`src/rtl/ms_timer.sv`:
```
// ms_timer: millisecond countdown timer driven by the 1 kHz `tick` square wave
// from the system clock divider. A duration (in ms) is loaded with a one-cycle
// `start`; `done` pulses for one cycle once that many rising edges of `tick`
// have been counted.
//
// Ports:
//   clk        system clock, all logic on the rising edge
//   rst        synchronous, active-high reset
//   tick       1 kHz square wave, synchronous to clk; only rising edges count
//   start      single-cycle request to begin timing (only looked at in IDLE)
//   duration   target count in ms, sampled together with start
//   cancel     abort the current run without producing done
//   busy       high while a run is in progress (state RUN)
//   done       one-cycle pulse at expiry
//   elapsed_ms ms counted in the current or most recent run
//
// Handshake: start is a level sampled on each clk edge while IDLE; there is
// no ready output, a start seen outside IDLE is simply dropped (no queueing).
// done is a registered one-cycle strobe with no acknowledge.
//
// Build option: define MS_TIMER_AUTO_RELOAD_EN for periodic mode. At expiry
// the timer then pulses done, clears elapsed_ms and keeps running with the
// same duration until cancel or rst. A zero duration stays a one-shot.
//
// The FSM state is directly visible on busy (RUN <=> busy).

module ms_timer #(
  parameter int WIDTH = 16
) (
  input  logic             clk,
  input  logic             rst,
  input  logic             tick,
  input  logic             start,
  input  logic [WIDTH-1:0] duration,
  input  logic             cancel,
  output logic             busy,
  output logic             done,
  output logic [WIDTH-1:0] elapsed_ms
);

  typedef enum logic {
    IDLE = 1'b0,
    RUN  = 1'b1
  } state_t;

  state_t           state;
  state_t           state_next;
  logic             tick_q;
  logic             tick_rise;
  logic [WIDTH-1:0] dur_q;
  logic [WIDTH-1:0] dur_next;
  logic [WIDTH-1:0] elapsed_next;
  logic             done_next;
  logic [WIDTH:0]   elapsed_inc;
  logic             last_ms;

  // tick_q resets to 0, so a tick already high out of reset looks like an
  // edge for one cycle; that cycle is necessarily IDLE, where edges are
  // ignored, so no ms is counted until the next real rising edge.
  assign tick_rise = tick & ~tick_q;

  // One extra bit keeps the +1 comparison exact even at the maximum duration.
  assign elapsed_inc = {1'b0, elapsed_ms} + (WIDTH+1)'(1);
  assign last_ms     = (elapsed_inc == {1'b0, dur_q});

  always_comb begin
    state_next   = state;
    dur_next     = dur_q;
    elapsed_next = elapsed_ms;
    done_next    = 1'b0;
    case (state)
      IDLE: begin
        // cancel outranks a coincident start.
        if (start && !cancel) begin
          elapsed_next = '0;
          if (duration == '0) begin
            done_next = 1'b1;
          end else begin
            dur_next   = duration;
            state_next = RUN;
          end
        end
      end
      RUN: begin
        // cancel outranks a coincident tick edge; elapsed_ms holds.
        if (cancel) begin
          state_next = IDLE;
        end else if (tick_rise) begin
          if (last_ms) begin
            done_next = 1'b1;
`ifdef MS_TIMER_AUTO_RELOAD_EN
            // Restart the period on the expiry edge itself so periods
            // chain with no lost edges.
            elapsed_next = '0;
`else
            elapsed_next = dur_q;
            state_next   = IDLE;
`endif
          end else begin
            elapsed_next = elapsed_inc[WIDTH-1:0];
          end
        end
      end
    endcase
  end

  always_ff @(posedge clk) begin
    if (rst) begin
      state      <= IDLE;
      tick_q     <= 1'b0;
      dur_q      <= '0;
      elapsed_ms <= '0;
      done       <= 1'b0;
    end else begin
      state      <= state_next;
      tick_q     <= tick;
      dur_q      <= dur_next;
      elapsed_ms <= elapsed_next;
      done       <= done_next;
    end
  end

  assign busy = (state == RUN);

endmodule

```
`config.mk`:
```
export PLATFORM = sky130hd
export DESIGN_NAME = ms_timer
export DESIGN_NICKNAME = d
export VERILOG_FILES = /design/src/rtl/ms_timer.sv
export SDC_FILE = /design/constraint.sdc
export NUM_CORES = 1
export LEC_CHECK = 0
export ABC_AREA = 0
export BUFFER_PORTS_ARGS = -buffer_cell sky130_fd_sc_hd__buf_2
export CAP_MARGIN = 20
export CORE_UTILIZATION = 45
export DETAILED_ROUTE_END_ITERATION = 16
export PLACE_DENSITY = 0.66
export SYNTH_ARGS = -nofsm -noshare
export SYNTH_HDL_FRONTEND = slang
export SYNTH_SLANG_ARGS = --single-unit
```
`constraint.sdc`:
```
create_clock -name clk -period 3.15 [get_ports clk]
set_input_delay 0.1575 -clock clk [delete_from_list [all_inputs] [get_ports clk]]
set_output_delay 0.1575 -clock clk [all_outputs]
set_load 0.005 [all_outputs]
```
# --- After elaboration in Yosys (flattened, before gate mapping) ---
# Cells that the tools add are included.
# W data, S select, Z words.
totals:
  input_bits: 21
  out_inout_bits: 18
  elab_cells: 36
  reg_bits: 35
op_classes:
  n_mux: 17
  n_eq_ne: 4
  bitwise: 4
  add_sub_neg: 1
  reduce_logical: 5
ops:
  columns: ["op", "count"]
  rows:
  - ["$mux W16", 4]
  - ["$pmux W16 S2", 1]
  - ["$add A16 B1 Y17 const B", 1]
  - ["$eq A17 B16 Y1", 1]
  - ["$logic_not A16 Y1", 1]
  - ["$mux W1", 10]
  - ["$reduce_and A3 Y1", 2]
  - ["$ne A2 B2 Y1 const B", 2]
  - ["$pmux W1 S2", 2]
  - ["$not A1 Y1", 3]
  - ["$ne A2 B1 Y1 const B", 1]
  - ["$and A1 B1 Y1", 1]
  - ["$logic_and A1 B1 Y1", 1]
  - ["$logic_not A1 Y1", 1]

# --- Logic depth before layout (Yosys ltp) ---
# Gate-level depths: netlist of the first run.
depth:
  word_depth: 6
  ltp_mapped: 10
  ltp_nobuf: 8

# --- Least setup slack after synthesis of the first run ---
# No wires, ideal clock.
synth_timing:
  path_kind: "register -> register"
  start: "register elapsed_ms[1]"
  end: "register elapsed_ms[13]"
  arrival_ns: 2.515
  required_ns: 3.030
  path_slack_ns: 0.516
  period_less_slack_ns: 2.634
  n_path_buf: 2
  path_stages_with_launch: 11
  setup_ns: 0.120
  path_cell_list: "dfxtp_1 > ha_1 > nand4_4 > or4_4 > xnor2_1 > nor4_1 > and4b_1 > buf_6 > buf_6 > a21oi_1 > a211o_1"
synth_via:
  elab_chain_cells: 6
synth_lines:
  columns: ["item", "line_no", "source"]
  rows:
  - ["from (decl)", "38", "output logic [WIDTH-1:0] elapsed_ms"]
  - ["from (signal assigned)", "118", "elapsed_ms <= elapsed_next;"]
  - ["$add A16 B1 Y17 *", "63", "assign elapsed_inc = {1'b0, elapsed_ms} + (WIDTH+1)'(1);"]
  - ["$eq A17 B16 Y1", "64", "assign last_ms = (elapsed_inc == {1'b0, dur_q});"]
  - ["$mux W16 *", "89", "if (last_ms) begin"]
  - ["$mux W16 *", "88", "end else if (tick_rise) begin"]
  - ["$mux W16 *", "86", "if (cancel) begin"]
  - ["$pmux W16 S2 *", "71", "case (state)"]
# Mark *: on every way between the ends. The rest lies on a longest branch, timed or not. The select of a mux whose other input is x is not followed.
# A chain may end at the register's enable or synchronous reset.

# --- Worst setup path in the final report of the first run ---
layout_timing:
  start: "register elapsed_ms[1]"
  end: "register elapsed_ms[14]"
# Same word-level chain as after synthesis.

==> results_dict.tcl, run 1 <==
set metrics [dict create \
    postSynth.asyncResetShare_pct 0 \
    final_cells 370 \
    clockPowerShare_pct 36.9 \
    layout_commonest_cell "buf_2" \
    place_congestion 0.919 \
    rr_startpoint "elapsed_ms[1]" \
    clock_sinks 35 \
    synth_edf_count 0 \
    placed_area_um2 2470 \
    cts_buffers 5 \
    vias 2137 \
    crit_fanout 8 \
    worstSetupEndpointType "flop" \
    fmax_mhz 344 \
    path_cells "ha_1 > nand4_4 > or4_4 > xnor2_1 > nor4_1 > and4b_1 > buf_4 > or4_1 > o211ai_1" \
    synthAdderAreaFrac_pct 0.560 \
    place_hpwl_um 4270 \
    routed_via_density 5.78 \
    die_w_um 72.5 \
    grtUsageTotal_pct 23.2 \
    synthTopCellsByArea "dfxtp_1 (31%), mux2i_1 (7.6%), xor2_1 (4.3%), xnor2_1 (3.9%), nand3_1 (3.8%)" \
    combPwrFrac_pct 11.0 \
    antenna_cells 0 \
    clockBufferDepth 2 \
    startpoint_type "flop" \
    start_util_pct 47.0 \
    drv_cap 0 \
    syn2layout_area_growth_pct 14.3 \
    synth_top_family_by_area "simple AND/OR/NAND/NOR gates" \
    yosys_warnings 0 \
    synth_xor_area_share_pct 8.23 \
    num_rows 25 \
    tightest_slew_ns 0.852 \
    syn_area_per_cell_um2 8.37 \
    coreArea_um2 4750 \
    hold_viol_final 0 \
    layout.nets 324 \
    clockRootBuffer "clkbuf_8" \
    min_path_cells 2 \
    fin_crit_sh_pct 92.3 \
    synth_top_flop_cell "dfxtp_1" \
    port_buffers 38 \
    layout_common_cells "buf_2 (38), dfxtp_1 (35), nor2_1 (22)" \
    grt_pass1_wl_um 9360 \
    cts_hold_buffers 0 \
    grt_max_degree 24 \
    path_clk_slew_ns 0.08 \
    finalSetupViolations 0 \
    grt_pass1_vias 1964 \
    grt-ovfl-total 0 \
    power_per_cell_area_nw_per_um2 350 \
    cts_setup_buffers 0 \
    drt-initial-drc-count 132 \
    drv_slew 0 \
    synth_top_area_share_pct 31.3 \
    antenna_left 0 \
    cp_slowest_cell "or4_4" \
    critical_path_class "reg2reg" \
    cp_data_arrival_time_ns 3.12 \
    synthesis.nets 289 \
    internal_power_w 0.000654 \
    ys_ff_latch 35 \
    rsz0062_at_grt "false" \
    required_ns 3.37 \
    drive_gt1_share_pct 18.5 \
    switching_share_pct 26.9 \
    max_slew_margin_pct 43.0 \
    power.leakage_nw 1.19 \
    syn-cell-area_um2 2240 \
    hp-class "in2reg" \
    synthMuxAreaShare_pct 7.61 \
    ir_drop_v 0.000229 \
    clock-skew-final_ns 0.00845 \
    stdcell_area_um2 2560 \
    yosys.area_share.simple_pct 29.8 \
    switchingPower_w 0.000241 \
    dp_cells 362 \
    synthCells 267 \
    drt_wl_total_um 5760 \
    rr_worst_depth 9 \
    ys_seq_area_share_pct 31.3 \
    status "finished, final reports clean" \
    tns_ns 0 \
    wire_per_inst_um 15.6 \
    cp_slowest_stage_delay_ns 0.60 \
    min-delay-start "tick" \
    seqPwrFrac_pct 52.2 \
    route.detailed.drc 0 \
    cts_tree "yes" \
    synth_cell_types 54 \
    antenna_found_initial 0 \
    die_height_um 72.5 \
    cts-resized-gates 0 \
    clock_latency_ns 0.29 \
    startpoint "elapsed_ms[1]" \
    io_pins 39 \
    htree_levels 2 \
    final.min_clock_period_ns 2.91 \
    synth-compound-area-share_pct 17.2 \
    dieArea_um2 5250 \
    drtPass1Iterations 4 \
    synth_top_cell_by_area "dfxtp_1" \
]
[cells by family (layout without fill, tap and decap cells)]
kind of cell	after synthesis	in the layout
compound gates	53	53
xor+xnor	21	21
fa+ha+maj	1	1
buf+inv	23	59
flops	35	35
mux	17	17
simple gates	117	117
[power groups by stage]
stage	Clock, W	Combinational [W]	Sequential, W
floorplan	0	0.0000663	0.000472
global placement	0	0.0000963	0.000477
detailed placement	0	0.0000978	0.000477
CTS	0.000338	0.0000982	0.000467
global route	0.000362	0.000109	0.000469
finish	0.000330	0.0000982	0.000467
[stage by stage]
step	utilization, %	setup WS (ns)	hold slack, ns	power [W]
6_report	53.8	0.242	0.0938	0.000896
5_1_grt	53.8	0.0506	0.118	0.000939
4_1_cts	53.8	0.278	0.0877	0.000903
3_5_place_dp	52.0	0.312	0.387	0.000575
3_3_place_gp	52.0	0.449	0.379	0.000573
2_1_floorplan	-	0.516	0.286	0.000539
[synth_stat cells, drive strengths merged (2+ instances only)]
| cell | instances |
|---|---|
| mux2i | 17 |
| nand2b | 3 |
| o21ai | 5 |
| nand3 | 17 |
| nand2 | 15 |
| dfxtp | 35 |
| nor2 | 22 |
| buf | 9 |
| a21oi | 11 |
| nor4 | 9 |
| a211oi | 4 |
| a2111oi | 3 |
| nor2b | 4 |
| o31a | 2 |
| and2 | 2 |
| nand4 | 8 |
| xor2 | 11 |
| and3 | 9 |
| a21o | 4 |
| or3 | 10 |
| xnor2 | 10 |
| a211o | 8 |
| clkbuf | 9 |
| and4 | 5 |
| or4 | 2 |
| o31ai | 3 |
| inv | 5 |
| nor3 | 4 |
[registers in the layout, summed over array words and instances (netlist names)]
signal,count
done,1
busy,1
dur_q,16
tick_q,1
elapsed_ms,16
[layout make-up]
class | instances | area, um^2
Clock buffer | 6 | 72.6
Clock inverter | 2 | 12.5
Fill cell | 469 | 2200
Inverter | 5 | 18.8
Multi-Input combinational cell | 209 | 1420
Sequential cell | 35 | 701
Tap cell | 67 | 83.8
Timing Repair Buffer | 46 | 250
[routing by layer]
layer	GRT usage, %	vias up	part of all wire (%)
met4	9.80	0	2.3
met2	37.3	75	45
met3	4.72	13	5.7
met5	0	-	0
met1	30.3	984	47
li1	-	1065	-
[worst max-delay path: cells and delay by family, from the launching register on]
family                     cells  cell delay (ns)
and+or+nand+nor                5             1.46
xor gates and xnor gates       1             0.27
adders and majority gates      1             0.37
AOI/OAI and AO/OA              1             0.10
DFF                            1             0.47
buffers and inverters          1             0.16
[worst paths after layout]
check | end | slack [ns]
setup reg to reg | elapsed_ms[14] | 0.24
setup / recovery | elapsed_ms[14] | 0.24
hold reg to reg | dur_q[0] | 0.55
hold / removal | tick_q | 0.09
(Power assumes the default switching activity.)
==> run 2, diff against run 1 <==
- REMOVE_ABC_BUFFERS: not set -> 1
==> results_dict.tcl, run 2 (synthesis gave the netlist of run 1 again) <==
set metrics [dict create \
    drv_cap 0 \
    drv_slew 0 \
    worstSetupEndpointType "flop" \
    fin_crit_sh_pct 89.3 \
    clock_sinks 35 \
    coreArea_um2 4750 \
    clockBufferDepth 2 \
    cts_setup_buffers 0 \
    htree_levels 2 \
    dp_cells 361 \
    drt-initial-drc-count 235 \
    ir_drop_v 0.000246 \
    power_per_cell_area_nw_per_um2 351 \
    tns_ns 0 \
    layout_commonest_cell "buf_2" \
    power.leakage_nw 1.19 \
    finalSetupViolations 0 \
    antenna_cells 0 \
    crit_fanout 8 \
    cp_data_arrival_time_ns 3.03 \
    hp-class "in2reg" \
    largestRegisters "dur_q x16, elapsed_ms x16" \
    place_hpwl_um 4320 \
    min-delay-start "tick" \
    io_pins 39 \
    antenna_found_initial 0 \
    vias 2128 \
    switchingPower_w 0.000243 \
    internal_power_w 0.000654 \
    rsz0062_at_grt "false" \
    critical_path_class "reg2reg" \
    clockPowerShare_pct 36.9 \
    clock-skew-final_ns 0.00684 \
    port_buffers 38 \
    layout_common_cells "buf_2 (38), dfxtp_1 (35), nor2_1 (22)" \
    required_ns 3.37 \
    num_rows 25 \
    routed_via_density 5.77 \
    route.detailed.drc 0 \
    switching_share_pct 27.1 \
    clock_latency_ns 0.29 \
    drtPass1Iterations 4 \
    cts_hold_buffers 0 \
    drt_wl_total_um 5850 \
    cts_tree "yes" \
    syn2layout_area_growth_pct 14.2 \
    status "finished, final reports clean" \
    startpoint_type "flop" \
    dieArea_um2 5250 \
    grtUsageTotal_pct 23.7 \
    start_util_pct 47.0 \
    die_w_um 72.5 \
    cts-resized-gates 0 \
    path_clk_slew_ns 0.08 \
    place_congestion 0.887 \
    grt_max_degree 24 \
    startpoint "elapsed_ms[1]" \
    seqPwrFrac_pct 52.1 \
    tightest_slew_ns 1.10 \
    rr_startpoint "elapsed_ms[1]" \
    fmax_mhz 356 \
    hold_viol_final 0 \
    final_cells 369 \
    antenna_left 0 \
    max_slew_margin_pct 26.1 \
    final.min_clock_period_ns 2.81 \
    layout.nets 323 \
    wire_per_inst_um 15.8 \
    grt-ovfl-total 0 \
    drive_gt1_share_pct 18.5 \
    clockRootBuffer "clkbuf_8" \
    cts_buffers 5 \
    grt_pass1_vias 1874 \
    die_height_um 72.5 \
    combPwrFrac_pct 10.9 \
    grt_pass1_wl_um 9470 \
]
run 2: through the flow:
stage                     setup WS, ns  hold WS (ns)  total power [W]  cell area (um^2)  utilization, %
after floorplan                  0.393         0.229         0.000533              2140               -
after global placement           0.444         0.385         0.000575              2460            51.8
after detailed placement         0.384         0.388         0.000576              2460            51.8
after CTS                        0.352        0.0898         0.000905              2550            53.7
after global routing             0.120         0.112         0.000932              2550            53.7
final                            0.338        0.0952         0.000897              2550            53.7
run 2: routing by layer:
layer  wire [um]  track usage (%)
met5           0                0
met1        2830             33.1
met2        2710             36.9
met3         254             4.86
met4          57             6.75
run 2: power groups by stage:
stage          Sequential [W]  Combinational, W  Clock [W]
3_3_place_gp         0.000477         0.0000975          0
4_1_cts              0.000467         0.0000982   0.000339
2_1_floorplan        0.000473         0.0000599          0
3_5_place_dp         0.000478         0.0000978          0
5_1_grt              0.000469          0.000108   0.000355
6_report             0.000467         0.0000981   0.000331
run 2: cell type report:
| cell class | instances | area [um^2] |
|---|---|---|
| Clock buffer | 5 | 68.8 |
| Inverter | 5 | 18.8 |
| Tap cell | 67 | 83.8 |
| Clock inverter | 3 | 20.0 |
| Fill cell | 484 | 2200 |
| Multi-Input combinational cell | 209 | 1420 |
| Sequential cell | 35 | 701 |
| Timing Repair Buffer | 45 | 243 |
run 2: critical path: stages, from the launching register on:
cell	delay, ns
dfxtp_1	0.45
ha_1	0.35
nand4_4	0.17
o31a_1	0.32
a2111oi_1	0.47
nor3_1	0.07
and4b_1	0.23
buf_4	0.16
or4_1	0.40
o211ai_1	0.10
run 2: path summary, 6_finish.rpt:
path         cells after the start  slack, ns             end
max                              9       0.34  elapsed_ms[14]
min                              2        0.1          tick_q
max reg2reg                      9       0.34  elapsed_ms[14]
min reg2reg                      2       0.53       dur_q[12]
